## src/rtl/dc_rm_pkg.sv

```systemverilog
// Shared types and defaults for the RX DC-removal sequencing controller.
package dc_rm_pkg;

  localparam int DC_DATA_WIDTH   = 16;
  localparam int DC_LOG2_AVG_LEN = 7;
  localparam int DC_NUM_LANES    = 2;  // lane 0 = I, lane 1 = Q

  typedef enum logic [1:0] {
    WARMUP = 2'd0,
    TRACK  = 2'd1,
    HOLD   = 2'd2,
    SETTLE = 2'd3
  } dc_state_e;

endpackage

```

## src/rtl/dc_sub_sat.sv

```systemverilog
// One lane of DC correction: y = a - b on signed samples.
// DC_RM_CTRL_SAT_EN selects saturation; otherwise the result wraps.
module dc_sub_sat #(
  parameter int DATA_WIDTH = 16
)(
  input  logic [DATA_WIDTH-1:0] a,
  input  logic [DATA_WIDTH-1:0] b,
  output logic [DATA_WIDTH-1:0] y
);

`ifdef DC_RM_CTRL_SAT_EN
  logic [DATA_WIDTH:0] diff;

  assign diff = {a[DATA_WIDTH-1], a} - {b[DATA_WIDTH-1], b};

  // Overflow iff the two top bits of the widened difference disagree.
  always_comb begin
    y = diff[DATA_WIDTH-1:0];
    if (diff[DATA_WIDTH] != diff[DATA_WIDTH-1])
      y = diff[DATA_WIDTH] ? {1'b1, {(DATA_WIDTH-1){1'b0}}}
                           : {1'b0, {(DATA_WIDTH-1){1'b1}}};
  end
`else
  // Truncating the widened difference equals a plain DATA_WIDTH-bit subtract.
  assign y = a - b;
`endif

endmodule

```

## src/rtl/dc_rm_ctrl.sv

```systemverilog
// RX DC-removal sequencing: chooses which DC estimate is subtracted per sample
// (zero, live average, or frozen snapshot). Optional macro: DC_RM_CTRL_SAT_EN.
module dc_rm_ctrl
  import dc_rm_pkg::*;
#(
  parameter int DATA_WIDTH    = DC_DATA_WIDTH,
  parameter int LOG2_AVG_LEN  = DC_LOG2_AVG_LEN,
  parameter int TIMEOUT_WIDTH = 16
)(
  input  logic                     clk,
  input  logic                     rstn,
  input  logic [DATA_WIDTH-1:0]    ddc_i,
  input  logic [DATA_WIDTH-1:0]    ddc_q,
  input  logic                     ddc_iq_valid,
  input  logic [DATA_WIDTH-1:0]    avg_i,
  input  logic [DATA_WIDTH-1:0]    avg_q,
  input  logic                     pkt_start,
  input  logic                     pkt_end,
  input  logic                     freeze_en,
  input  logic [TIMEOUT_WIDTH-1:0] hold_timeout,
  output logic [DATA_WIDTH-1:0]    i_dc_rm,
  output logic [DATA_WIDTH-1:0]    q_dc_rm,
  output logic                     iq_dc_rm_valid,
  output logic [DATA_WIDTH-1:0]    dc_est_i,
  output logic [DATA_WIDTH-1:0]    dc_est_q,
  output logic [1:0]               dc_state,
  output logic                     hold_timeout_flag
);

  localparam int NUM_LANES = DC_NUM_LANES;
  localparam int CNT_W     = (TIMEOUT_WIDTH > LOG2_AVG_LEN) ? TIMEOUT_WIDTH : LOG2_AVG_LEN;
  localparam logic [CNT_W-1:0] WIN_LAST = CNT_W'((1 << LOG2_AVG_LEN) - 1);

  dc_state_e        state, state_nxt;
  logic [CNT_W-1:0] cnt, cnt_nxt, cnt_inc;
  logic             to_hit;
  logic             start_q;

  logic [NUM_LANES-1:0][DATA_WIDTH-1:0] raw, avg, est_q, est_use, res, res_q;

  assign raw     = {ddc_q, ddc_i};
  assign avg     = {avg_q, avg_i};
  assign cnt_inc = cnt + 1'b1;
  assign start_q = pkt_start & freeze_en;

  always_ff @(posedge clk or negedge rstn) begin
    if (!rstn) begin
      state <= WARMUP;
      cnt   <= '0;
    end else begin
      state <= state_nxt;
      cnt   <= cnt_nxt;
    end
  end

  // Pulses are looked at every cycle; only valid samples move the counters.
  always_comb begin
    state_nxt = state;
    cnt_nxt   = cnt;
    to_hit    = 1'b0;
    case (state)
      WARMUP: begin
        if (ddc_iq_valid) begin
          if (cnt == WIN_LAST) begin
            state_nxt = TRACK;
            cnt_nxt   = '0;
          end else begin
            cnt_nxt = cnt_inc;
          end
        end
      end
      TRACK: begin
        if (start_q) begin
          state_nxt = HOLD;
          cnt_nxt   = '0;
        end
      end
      HOLD: begin
        if (!freeze_en) begin
          if (ddc_iq_valid) begin
            state_nxt = TRACK;
            cnt_nxt   = '0;
          end
        end else if (pkt_end) begin
          state_nxt = SETTLE;
          cnt_nxt   = '0;
        end else if (ddc_iq_valid) begin
          if (hold_timeout != '0 && cnt_inc == CNT_W'(hold_timeout)) begin
            state_nxt = SETTLE;
            cnt_nxt   = '0;
            to_hit    = 1'b1;
          end else begin
            cnt_nxt = cnt_inc;
          end
        end
      end
      SETTLE: begin
        if (start_q) begin
          state_nxt = HOLD;
          cnt_nxt   = '0;
        end else if (!freeze_en) begin
          if (ddc_iq_valid) begin
            state_nxt = TRACK;
            cnt_nxt   = '0;
          end
        end else if (ddc_iq_valid) begin
          if (cnt == WIN_LAST) begin
            state_nxt = TRACK;
            cnt_nxt   = '0;
          end else begin
            cnt_nxt = cnt_inc;
          end
        end
      end
      default: begin
        state_nxt = WARMUP;
        cnt_nxt   = '0;
      end
    endcase
  end

  // In TRACK the live average applies to the very sample it arrives with.
  always_comb begin
    case (state)
      WARMUP:  est_use = '0;
      TRACK:   est_use = avg;
      default: est_use = est_q;
    endcase
  end

  always_ff @(posedge clk or negedge rstn) begin
    if (!rstn)
      est_q <= '0;
    else if (state == TRACK && ddc_iq_valid)
      est_q <= avg;
  end

  always_ff @(posedge clk or negedge rstn) begin
    if (!rstn)
      hold_timeout_flag <= 1'b0;
    else if (to_hit)
      hold_timeout_flag <= 1'b1;
  end

  for (genvar l = 0; l < NUM_LANES; l++) begin : g_lane
    dc_sub_sat #(.DATA_WIDTH(DATA_WIDTH)) u_sub (
      .a (raw[l]),
      .b (est_use[l]),
      .y (res[l])
    );
  end

  always_ff @(posedge clk or negedge rstn) begin
    if (!rstn) begin
      res_q          <= '0;
      iq_dc_rm_valid <= 1'b0;
    end else begin
      iq_dc_rm_valid <= ddc_iq_valid;
      if (ddc_iq_valid)
        res_q <= res;
    end
  end

  assign i_dc_rm  = res_q[0];
  assign q_dc_rm  = res_q[1];
  assign dc_est_i = est_q[0];
  assign dc_est_q = est_q[1];
  assign dc_state = state;

endmodule

```

## config.mk

```make
export PLATFORM = sky130hd
export DESIGN_NAME = dc_rm_ctrl
export DESIGN_NICKNAME = d
export VERILOG_FILES = /design/src/rtl/dc_rm_pkg.sv /design/src/rtl/dc_sub_sat.sv /design/src/rtl/dc_rm_ctrl.sv
export SDC_FILE = /design/constraint.sdc
export NUM_CORES = 1
export LEC_CHECK = 0
export CORE_MARGIN = 10
export CORE_UTILIZATION = 40
export DETAILED_ROUTE_END_ITERATION = 8
export PLACE_DENSITY_LB_ADDON = 0.08
export SKIP_CTS_REPAIR_TIMING = 1
export SKIP_LAST_GASP = 1
export SLEW_MARGIN = 25
export SYNTH_ARGS = -nofsm -noshare
export SYNTH_HDL_FRONTEND = slang
export SYNTH_SLANG_ARGS = --single-unit
```

## constraint.sdc

```tcl
create_clock -name clk -period 5.55 [get_ports clk]
set_input_delay 0.8325 -clock clk [delete_from_list [all_inputs] [get_ports clk]]
set_output_delay 0.8325 -clock clk [all_outputs]
set_load 0.005 [all_outputs]
```

* Word-level counts from Yosys, hierarchy flattened *
Cells that the tools add are included.

cells by class
  eq/ne operators = 8
  $add $sub $neg = 3
  bitwise operators = 1
  reduce and logical (&&, ||, !) cells = 6
  multiplexer cells = 28

operators by type and width
  kind                                             count
  two-way mux 16 bit                               10
  one-hot mux 16 bit (4 select lines)              1
  one-hot mux 32 bit (2 select lines)              1
  subtractor 16 bit                                2
  two-way mux 2 bit                                10
  adder 16 x 1 -> 16 bit (second input constant)   1
  == test 16 bit                                   1
  == test 16 x 7 -> 1 bit (second input constant)  1
  nonzero test 16 bit                              1
  != test 4 bit (second input constant)            2
  one-hot mux 2 bit (4 select lines)               1
  two-way mux 1 bit                                5
  == test 2 bit (second input constant)            2
  AND reduction 3 bit                              1
  == test 2 x 1 -> 1 bit (second input constant)   1
  logical AND 1 bit                                2
  logical NOT 2 bit                                1
  != test 2 bit (second input constant)            1
  AND reduction 2 bit                              1
  AND 1 bit                                        1

word-level totals
  bits of input ports = 86
  bits in registers = 84
  logic and storage cells = 54

* Logic depth before layout (Yosys ltp) *
Gate-level depths: netlist of the first run.

  depth after elaboration = 8
  depth in mapped cells = 15
  gate-level depth less buffers = 12

* Modules after synthesis *
A second synthesis of the first run with hierarchy kept.

second synthesis, totals
  cells, all modules = 697
  area total of the unflattened synthesis = 6,463.7 sq um

modules (own cells, without submodules)
  module      area each (sq um)  seq. area each (sq um)  instances  cells an instance
  dc_rm_ctrl  4,752.1            2,102.0                 1          453
  dc_sub_sat  855.8              0.0                     2          122

* Least setup slack after synthesis of the first run *
No wires, ideal clock.

  path kind = flip-flop to flip-flop
  from = register state[1], in the netlist dc_state[1]
  to = register res_q (netlist bit i_dc_rm[15])
  slack = 2.089 ns
  stages on the path, launching flop included = 15
  required time = 5.423 ns
  library setup time = 0.127 ns
  arrival time = 3.334 ns
  buffers on the path = 3
  cell sequence = dfrtp_1 > clkbuf_1 > nor2b_1 > clkbuf_1 > clkbuf_1 > a22oi_1 > ha_1 > o21a_1 > o31a_1 > nor4_1 > o311a_1 > nor3_1 > a2111oi_0 > mux2i_1 > nand3_1

on the way
  longest elaborated chain between the ends = 3

ends and longest elaborated chain
  what                                                         RTL line           source
  start: declaration                                           dc_rm_ctrl.sv:34   dc_state_e state, state_nxt;
  start signal: assignment                                     dc_rm_ctrl.sv:51   state <= state_nxt;
  == test 2 x 1 -> 1 bit or logical NOT 2 bit (tied branches)  dc_rm_ctrl.sv:124  case (state)
  one-hot mux 32 bit (2 select lines) (*)                      dc_rm_ctrl.sv:124
  subtractor 16 bit (*)                                        dc_sub_sat.sv:25   assign y = a - b;
  end signal: assignment                                       dc_rm_ctrl.sv:160  res_q <= res;
  end: declaration                                             dc_rm_ctrl.sv:39   logic [NUM_LANES-1:0][DATA_WIDTH-1:0] raw, avg, est_q, est_use, res, res_q;

Mark *: on every way between the ends. The rest lies on a longest branch, timed or not.
A chain may end at the register's enable or synchronous reset.

* Worst setup path in the final report of the first run *
  from = register state[0], in the netlist dc_state[0]
  to = register res_q (netlist bit i_dc_rm[15])

Same word-level chain as after synthesis.

==> key figures, run 1 <==
Status
  – Outcome: finished clean

Setup path
  – Worst Setup Start Kind: flop
  – WP data required: 5780 ps
  – Critical Setup Path Class: flop to flop
  – Crit path DAT: 4430 ps
  – Max Fanout on Critical Path: 16
  – Crit end category: flop

Route
  – Routed via count: 6399
  – Final wirelength: 21.3 mm
  – Wirelength per Cell: 19.6 microns
  – Antenna viol nets, final: 0
  – Iter 0 DRT Violations: 580
  – Drt pass-1 iters: 5
  – DRC: 0
  – Via-per-instance ratio: 5.88

Timing
  – Maximum clock frequency: 238 MHz
  – RSZ-0062 raised after global routing: no
  – Slew Viols, Final: 0
  – Worst slew margin: 0.451
  – Worst hold slack: 372 ps
  – Number of hold violations in the final report: 0
  – Min Clock Period, post-route: 4200 ps
  – Post-route clock period utilization: 0.757
  – Worst slew pin tran: 814 ps
  – Clock Skew: 10.9 ps
  – Setup Viol. Count Final: 0
  – Setup TNS: 0 ps

GRT
  – GR Overflow Total: 0
  – Largest net degree at the start of global routing: 61
  – Gr usage total: 0.193
  – Initial antenna violation count: 0
  – Number of global-route vias before repair: 6531
  – First-pass GRT wire length: 34.4 mm

Finish
  – Commonest cells after routing, fill and taps aside: 151 x clkdlybuf4s50_1, 83 x dfrtp_1, 67 x nand2_1
  – Multi-input gate area: 4170 sq um
  – Layout area overhead: 29.9%
  – Filler cells: 1501
  – Layout cells sized above 1: 0.107
  – Sequential cell area: 2100 sq um
  – Final #Nets: 987
  – Commonest non-fill, non-tap cell in the layout: clkdlybuf4s50_1
  – Cell Count, Final, Fillers Out: 1089
  – Diode count: 0

Synthesis
  – Syn_nets: 859
  – Synth Warn #: 0
  – Yosys top cell area share: 0.323
  – Cell Area, Synth: 6520 sq um
  – Post-synthesis cell count: 740
  – Register area share after synthesis: 0.323
  – Asr flop ratio synth: 1.00
  – Yosys reg bits: 84
  – Yosys cell types: 75
  – Syn_area_per_cell: 8.81 sq um
  – Main synth FF type: dfrtp_1
  – EDFF count, synth: 0
  – Synth area leaders: dfrtp_1 32%, mux2_2 8.6%, ha_1 6.0%
  – Yosys top cell by area: dfrtp_1

Power
  – Lkg Pwr: 3.31 nW
  – Power density cells: 212 nW/um^2
  – Maximum VDD drop: 0.000150 V

Clock network
  – TritonCTS Buffers: 9
  – Clock sinks: 84
  – CTS H-tree lvls: 3
  – CTS tree: yes
  – Reg clk slew, reported paths: 70 ps
  – CTS root buf: clkbuf_16
  – Clock buffer depth: 2
  – Worst-Skew Late Latency: 350 ps

Floorplan
  – Core Rows: 46
  – Core region area: 15900 sq um
  – Initial core utilization: 0.409
  – Die width: 148 microns
  – Chip height: 148 microns
  – I/O Pins: 154
  – Die ar.: 21800 sq um

Place
  – Gp weighted congestion: 0.928
  – Post-DP HPWL: 16.3 mm
  – I/O Buffers: 153
  – Inst Count DP: 1073

Flow run
  – MaxCap Viol Count: 0

Hold path
  – Hold Crit Class: input pin to async pin
-- final cells by class --
type                            count  share of cell area
Clock inverter                      3             0.00251
Sequential cell                    84               0.248
Inverter                           18             0.00798
Timing Repair Buffer              160               0.186
Tap cell                          216              0.0319
Clock buffer                       13              0.0307
Multi-Input combinational cell    595               0.492
-- synth_stat cells (8+ instances only) --
cell,number
nor2b_1,15
nor2_1,45
o21a_1,9
o31ai_1,11
o21ai_0,45
nand2b_1,11
nor3_1,25
xnor2_1,30
dfrtp_1,84
mux2_2,50
inv_1,17
nand3_1,22
a21oi_1,54
nor4_1,13
a211oi_1,8
ha_1,31
xor2_1,9
a22oi_1,31
nand2_1,67
and3_1,13
clkbuf_1,27
-- through the flow --
stage                     setup slack, ps  utilization  total power [mW]  cell area [sq um]
after floorplan                      2090            -              1.00               6520
after global placement               1430        0.513              1.21               8180
after detailed placement             1340        0.513              1.22               8180
after CTS                            1320        0.531              1.82               8460
after global routing                 1030        0.531              1.90               8470
final                                1350        0.531              1.80               8470
-- flip-flops by register name, indices dropped and copies added (netlist names) --
signal	cells
dc_est_q	16
dc_est_i	16
q_dc_rm	16
i_dc_rm	16
dc_state	2
hold_timeout_flag	1
iq_dc_rm_valid	1
cnt	16
-- critical path: stages, from the launching register on --
cell       delay [ps]
dfrtp_1           630
nor2b_2           740
buf_4             350
a22o_1            160
ha_1              180
nor2b_1            70
o31a_1            290
nor4_1            450
o311a_1           330
nor3_1             70
a2111oi_0         480
mux2i_1           250
nand3_1            90
-- per-layer routing --
metal	global-route usage	part of all wire	vias to the layer above
met1	0.237	0.42	3092
li1	-	-	3032
met3	0.0626	0.083	38
met2	0.316	0.47	237
met5	0	0	-
met4	0.0590	0.020	0
-- where the power goes --
| group | switching [mW] | total, mW | internal (mW) |
|---|---|---|---|
| logic | 0.215 | 0.470 | 0.255 |
| registers | 0.0804 | 0.743 | 0.663 |
| clock network | 0.257 | 0.585 | 0.328 |
| total | 0.552 | 1.80 | 1.25 |
-- final timing paths --
check	start	endpoint	slack, ps	depth (start not counted)
worst max-delay path	dc_state[0]$_DFFE_PN0P_	i_dc_rm[15]$_DFFE_PN0P_	1350	12
worst min-delay path	rstn	dc_est_i[0]$_DFFE_PN0P_	370	1
worst max register to register	dc_state[0]$_DFFE_PN0P_	i_dc_rm[15]$_DFFE_PN0P_	1350	12
worst min register to register	hold_timeout_flag$_DFFE_PN0P_	hold_timeout_flag$_DFFE_PN0P_	480	2
max in group asynchronous	rstn	dc_state[1]$_DFFE_PN0P_	4020	2
min in group clk	hold_timeout_flag$_DFFE_PN0P_	hold_timeout_flag$_DFFE_PN0P_	480	2
-- cell families (layout without fill, tap and decap cells) --
kind of cell / after synthesis / after routing / synth area share
AND/OR/NAND/NOR: 252 / 252 / 0.206
AO/OA/AOI/OAI: 219 / 219 / 0.223
flip-flops: 84 / 84 / 0.323
buffers and inverters: 61 / 194 / 0.0388
multiplexers: 51 / 51 / 0.0879
XOR/XNOR: 40 / 40 / 0.0559
adder cells (fa/ha/maj): 33 / 33 / 0.0657
Power figures use the tool's default switching activity.
==> run 2, diff against run 1 <==
==> constraint.sdc (replaced) <==
create_clock -name clk -period 4.3 [get_ports clk]
set_input_delay 0.645 -clock clk [delete_from_list [all_inputs] [get_ports clk]]
set_output_delay 0.645 -clock clk [all_outputs]
set_load 0.005 [all_outputs]
==> run 2 against run 1 <==
  * Clock-buffer cell count decreased by 3
  * Setup slack worse by 640 ps
  * Via count down 0.75%
  * Global-route usage shrank 0.17 points
  * Cell count increased by 0.46%
  * Register-to-register slack worse by 640 ps
  * Clock power is 29% higher
  * Total power is 29% higher
  * Non-clock buffer count increased by 5
  * Largest cell class unchanged
  * Highest routed layer unchanged
==> key figures, run 2 (synthesized netlist as in run 1, its figures left out) <==
Status
  – Outcome: finished clean

Power
  – Power density cells: 273 nW/um^2 (+29%)
  – Lkg Pwr: 3.33 nW (+0.76%)
  – Maximum VDD drop: 0.000173 V (+16%)

Floorplan
  – I/O Pins: 154 (unchanged)
  – Core region area: 15900 sq um (unchanged)
  – Die ar.: 21800 sq um (unchanged)
  – Core Rows: 46 (unchanged)
  – Die width: 148 microns (unchanged)
  – Initial core utilization: 0.409 (unchanged)
  – Chip height: 148 microns (unchanged)

Clock network
  – CTS H-tree lvls: 3 (unchanged)
  – Clock buffer depth: 2 (unchanged)
  – Clock sinks: 84 (unchanged)
  – TritonCTS Buffers: 9 (unchanged)
  – CTS tree: yes
  – Worst-Skew Late Latency: 350 ps (about the same)
  – Reg clk slew, reported paths: 70 ps (about the same)
  – CTS root buf: clkbuf_16

GRT
  – Initial antenna violation count: 0 (unchanged)
  – Largest net degree at the start of global routing: 63 (+3.3%)
  – Gr usage total: 0.191 (-0.00175)
  – Number of global-route vias before repair: 6478 (-0.81%)
  – First-pass GRT wire length: 34.2 mm (-0.46%)
  – GR Overflow Total: 0 (unchanged)

Route
  – Drt pass-1 iters: 8 (+3)
  – Final wirelength: 21.2 mm (-0.60%)
  – Antenna viol nets, final: 0 (unchanged)
  – Routed via count: 6351 (-0.75%)
  – Wirelength per Cell: 19.4 microns (-1.1%)
  – Iter 0 DRT Violations: 519 (-11%)
  – Via-per-instance ratio: 5.81 (-1.2%)
  – DRC: 0 (unchanged)

Timing
  – Worst hold slack: 383 ps (+11.4 ps)
  – Number of hold violations in the final report: 0 (unchanged)
  – Setup Viol. Count Final: 0 (unchanged)
  – Worst slew pin tran: 867 ps (+52.1 ps)
  – Maximum clock frequency: 278 MHz (+17%)
  – Slew Viols, Final: 0 (unchanged)
  – Clock Skew: 8.43 ps (-2.48 ps)
  – RSZ-0062 raised after global routing: no
  – Post-route clock period utilization: 0.835 (+0.0779)
  – Min Clock Period, post-route: 3590 ps (-612 ps)
  – Worst slew margin: 0.416 (-0.0351)
  – Setup TNS: 0 ps (unchanged)

Flow run
  – MaxCap Viol Count: 0 (unchanged)

Finish
  – Cell Count, Final, Fillers Out: 1094 (+0.46%)
  – Diode count: 0 (unchanged)
  – Final #Nets: 992 (+0.51%)
  – Layout area overhead: 30.4%
  – Layout cells sized above 1: 0.112 (+0.00509)
  – Commonest non-fill, non-tap cell in the layout: clkdlybuf4s50_1
  – Filler cells: 1522 (+1.4%)
  – Commonest cells after routing, fill and taps aside: 151 x clkdlybuf4s50_1, 83 x dfrtp_1, 67 x nand2_1

Setup path
  – Worst Setup Start Kind: flop
  – Crit path DAT: 3770 ps (-660 ps)
  – Worst r2r path cells: 9 (-3)
  – Worst r2r dst: cnt[14]$_DFFE_PN0P_
  – Slack of the worst reg-to-reg path: 710 ps (-640 ps)
  – RR Startpoint: cnt[0]$_DFFE_PN0P_
  – Max Fanout on Critical Path: 15 (-1)
  – WP data required: 4480 ps (-1300 ps)
  – Crit end category: flop
  – Critical Setup Path Class: flop to flop

Hold path
  – Hold Crit Class: input pin to async pin

Place
  – I/O Buffers: 153 (unchanged)
  – Post-DP HPWL: 16.2 mm (-0.77%)
  – Inst Count DP: 1078 (+0.47%)
  – Gp weighted congestion: 0.897 (-3.4%)
[run 2: cell count changes in the layout (fill, tap and decap cells not counted)]
cell and delta:
nor2_1 +1, buf_4 +5, inv_8 +1, clkinv_4 +2, clkbuf_8 -2, nor2_2 -1, clkbuf_1 -1
[run 2: stage by stage]
step | util | area, sq um | power, mW | worst slack (ps)
floorplan | - | 6520 | 1.30 | 839
finish | 0.533 | 8500 | 2.32 | 709
detailed placement | 0.516 | 8220 | 1.58 | 471
global placement | 0.516 | 8220 | 1.57 | 535
global route | 0.533 | 8500 | 2.44 | 428
CTS | 0.533 | 8500 | 2.34 | 743
[run 2: area by class of cell]
type                       count  area [sq um]  share of cell area
clock buffer                  10           229              0.0269
clock inverter                 6          50.0             0.00589
inverter                      18          67.6             0.00795
multi-input combinational    595          4160               0.490
sequential                    84          2100               0.247
tap                          216           270              0.0318
timing repair buffer         165          1610               0.190
[run 2: per-layer routing]
metal  track usage  routed length (microns)  vias up
li1              -                        -     3034
met2         0.317                    10100      265
met1         0.238                     8940     3029
met4        0.0510                      252        0
met5             0                        0        -
met3        0.0565                     1910       23
[run 2: worst max path at each step]
stage / startpoint / cells after the start / to
final: cnt[0]$_DFFE_PN0P_ / 9 / cnt[14]$_DFFE_PN0P_
after global routing: dc_state[1]$_DFFE_PN0P_ / 11 / i_dc_rm[15]$_DFFE_PN0P_
after floorplan: dc_state[1]$_DFFE_PN0P_ / 14 / i_dc_rm[15]$_DFFE_PN0P_
after CTS: dc_state[1]$_DFFE_PN0P_ / 11 / i_dc_rm[15]$_DFFE_PN0P_
after global placement: avg_i[1] / 11 / i_dc_rm[15]$_DFFE_PN0P_
after detailed placement: avg_i[1] / 11 / i_dc_rm[15]$_DFFE_PN0P_
[run 2: power breakdown]
part           total [mW]  internal [mW]  switching (mW)
clock               0.753          0.398           0.355
combinational       0.609          0.331           0.279
sequential          0.961          0.855           0.107
[run 2: worst max-delay path, cell delays in order (launching register included)]
cell      delay (ps)
dfrtp_1          620
ha_1             420
nand3_4          240
nor3_1           550
xnor3_1          220
o21ai_0          160
nor4_2           600
a21oi_4          200
nand2_2          230
o221ai_1         170
==> run 3, diff against run 2 <==
==> constraint.sdc (replaced) <==
create_clock -name clk -period 3.7 [get_ports clk]
set_input_delay 0.555 -clock clk [delete_from_list [all_inputs] [get_ports clk]]
set_output_delay 0.555 -clock clk [all_outputs]
set_load 0.005 [all_outputs]
==> run 3 against run 2 <==
  * Clock power is 24% higher
  * Routed wire length is 2.2% higher
  * Sequential power is 11% higher
  * Setup slack worse by 430 ps
  * Sequential share of layout area is 0.53 points lower
  * Combinational power is 30% higher
  * Via count is 1.3% higher
  * Critical path depth is 4 higher
  * Critical path type unchanged
  * Highest routed layer unchanged
==> key figures, run 3 (synthesized netlist as in run 1, its figures left out) <==
Power
  – Lkg Pwr: 3.45 nW (+3.5%)
  – Power density cells: 322 nW/um^2 (+18%)
  – Sw power: 0.860 mW (+16%)
  – Sequential Power Share: 0.382 (-0.032)
  – Total Power: 2.80 mW (+20%)
  – Clock network fraction of total power: 0.335 (+0.011)
  – Combinational share of power: 0.283 (+0.021)
  – Sw Share: 0.308 (-0.0109)
  – Maximum VDD drop: 0.000234 V (+35%)
  – Int Pwr: 1.94 mW (+22%)

Clock network
  – TritonCTS Buffers: 9 (unchanged)
  – Reg clk slew, reported paths: 70 ps (about the same)
  – Clock sinks: 84 (unchanged)
  – CTS root buf: clkbuf_16
  – CTS tree: yes
  – Clock buffer depth: 2 (unchanged)
  – Worst-Skew Late Latency: 350 ps (about the same)
  – CTS H-tree lvls: 3 (unchanged)

Setup path
  – Crit path DAT: 3650 ps (-120 ps)
  – Critical Setup Path Class: flop to flop
  – End of the critical path: i_dc_rm[15]$_DFFE_PN0P_
  – CP top delay family: compound AO/OA/AOI/OAI gates
  – Worst r2r dst: i_dc_rm[15]$_DFFE_PN0P_
  – Worst Setup Start Kind: flop
  – Crit end category: flop
  – Worst r2r path cells: 13 (+4)
  – Max Fanout on Critical Path: 16 (+1)
  – CP max stage delay: 520 ps (-100 ps)
  – WP data required: 3930 ps (-550 ps)
  – CP max-delay cell: a2111oi_0
  – Crit. path cell count: 13 (+4)
  – Crit path cell chain: nor2b_2 > buf_4 > a22oi_1 > ha_1 > o21a_1 > o31a_1 > nor4_1 > buf_4 > o311a_1 > nor3_1 > a2111oi_0 > mux2i_1 > nand3_1
  – RR Startpoint: dc_state[1]$_DFFE_PN0P_
  – Buf/Inv on CP: 2 (+2)
  – CP Launch Point: dc_state[1]$_DFFE_PN0P_
  – Slack of the worst reg-to-reg path: 280 ps (-430 ps)
  – Crit path top cell by count: buf_4

Place
  – DP Area: 8380 sq um (+2.0%)
  – I/O Buffers: 153 (unchanged)
  – Post-DP HPWL: 16.6 mm (+3.0%)
  – Gp weighted congestion: 0.934 (+4.2%)
  – Inst Count DP: 1098 (+1.9%)

Timing
  – Post-route clock period utilization: 0.924 (+0.0887)
  – Maximum clock frequency: 293 MHz (+5.1%)
  – Number of hold violations in the final report: 0 (unchanged)
  – Slew Viols, Final: 0 (unchanged)
  – Worst slew margin: 0.421 (+0.00451)
  – RSZ-0062 raised after global routing: no
  – Clock Skew: 8.89 ps (+0.461 ps)
  – Worst slew pin tran: 860 ps (-6.70 ps)
  – Setup TNS: 0 ps (unchanged)
  – Worst hold slack: 224 ps (-159 ps)
  – Min Clock Period, post-route: 3420 ps (-173 ps)
  – Setup Viol. Count Final: 0 (unchanged)

Finish
  – Commonest non-fill, non-tap cell in the layout: clkdlybuf4s50_1
  – Commonest cells after routing, fill and taps aside: 151 x clkdlybuf4s50_1, 83 x dfrtp_1, 67 x nand2_1
  – Sequential cell area: 2100 sq um (unchanged)
  – Filler cells: 1477 (-3.0%)
  – Multi-input gate area: 4160 sq um (unchanged)
  – Design area: 8680 sq um (+2.2%)
  – Layout area overhead: 33.3%
  – Layout cells sized above 1: 0.133 (+0.0209)
  – Cell Count, Final, Fillers Out: 1115 (+1.9%)
  – Final #Nets: 1012 (+2.0%)

Floorplan
  – Die width: 148 microns (unchanged)
  – Chip height: 148 microns (unchanged)
  – I/O Pins: 154 (unchanged)
  – Initial core utilization: 0.409 (unchanged)
  – Core Rows: 46 (unchanged)
  – Core region area: 15900 sq um (unchanged)
  – Die ar.: 21800 sq um (unchanged)

Status
  – Outcome: finished clean

Route
  – Final wirelength: 21.6 mm (+2.2%)
  – Iter 0 DRT Violations: 684 (+32%)
  – Wirelength per Cell: 19.4 microns (+0.25%)
  – Via-per-instance ratio: 5.77 (-0.63%)
  – DRC: 0 (unchanged)
  – Antenna viol nets, final: 0 (unchanged)
  – Drt pass-1 iters: 5 (-3)
  – Routed via count: 6432 (+1.3%)

GRT
  – Number of global-route vias before repair: 6588 (+1.7%)
  – Initial antenna violation count: 1 (+1)
  – Gr usage total: 0.199 (+0.00771)
  – Largest net degree at the start of global routing: 50 (-21%)
  – GR Overflow Total: 0 (unchanged)
  – First-pass GRT wire length: 35.7 mm (+4.4%)

Hold path
  – Hold Crit Class: input pin to async pin

Flow run
  – MaxCap Viol Count: 0 (unchanged)
[run 3: how the worst min path moves through the flow]
stage	to	cells after the start
4_1_cts	dc_est_i[0]$_DFFE_PN0P_	1
2_1_floorplan	cnt[0]$_DFFE_PN0P_	0
3_5_place_dp	hold_timeout_flag$_DFFE_PN0P_	2
5_1_grt	i_dc_rm[0]$_DFFE_PN0P_	1
6_report	i_dc_rm[0]$_DFFE_PN0P_	1
3_3_place_gp	hold_timeout_flag$_DFFE_PN0P_	2
[run 3: final cells by class]
class	instances	share of cell area
tap	216	0.0311
clock buffer	9	0.0259
sequential	84	0.242
clock inverter	7	0.00850
timing repair buffer	185	0.205
multi-input combinational	595	0.480
inverter	18	0.00778
antenna	1	0.000288
[run 3: power groups by stage]
stage	Clock, mW	Combinational, mW	Sequential [mW]
detailed placement	0	0.791	1.09
global placement	0	0.781	1.08
CTS	0.962	0.796	1.07
finish	0.935	0.792	1.07
global route	1.01	0.873	1.08
floorplan	0	0.444	1.06
[run 3: stage by stage]
stage	setup WS (ps)	util
floorplan	239	-
global placement	206	0.526
detailed placement	87.0	0.526
CTS	286	0.544
global route	16.3	0.545
finish	282	0.545
[run 3: per-layer routing]
layer | track usage | wire [microns]
met4 | 0.0610 | 331
met2 | 0.320 | 10200
met1 | 0.254 | 9490
met3 | 0.0565 | 1650
met5 | 0 | 0
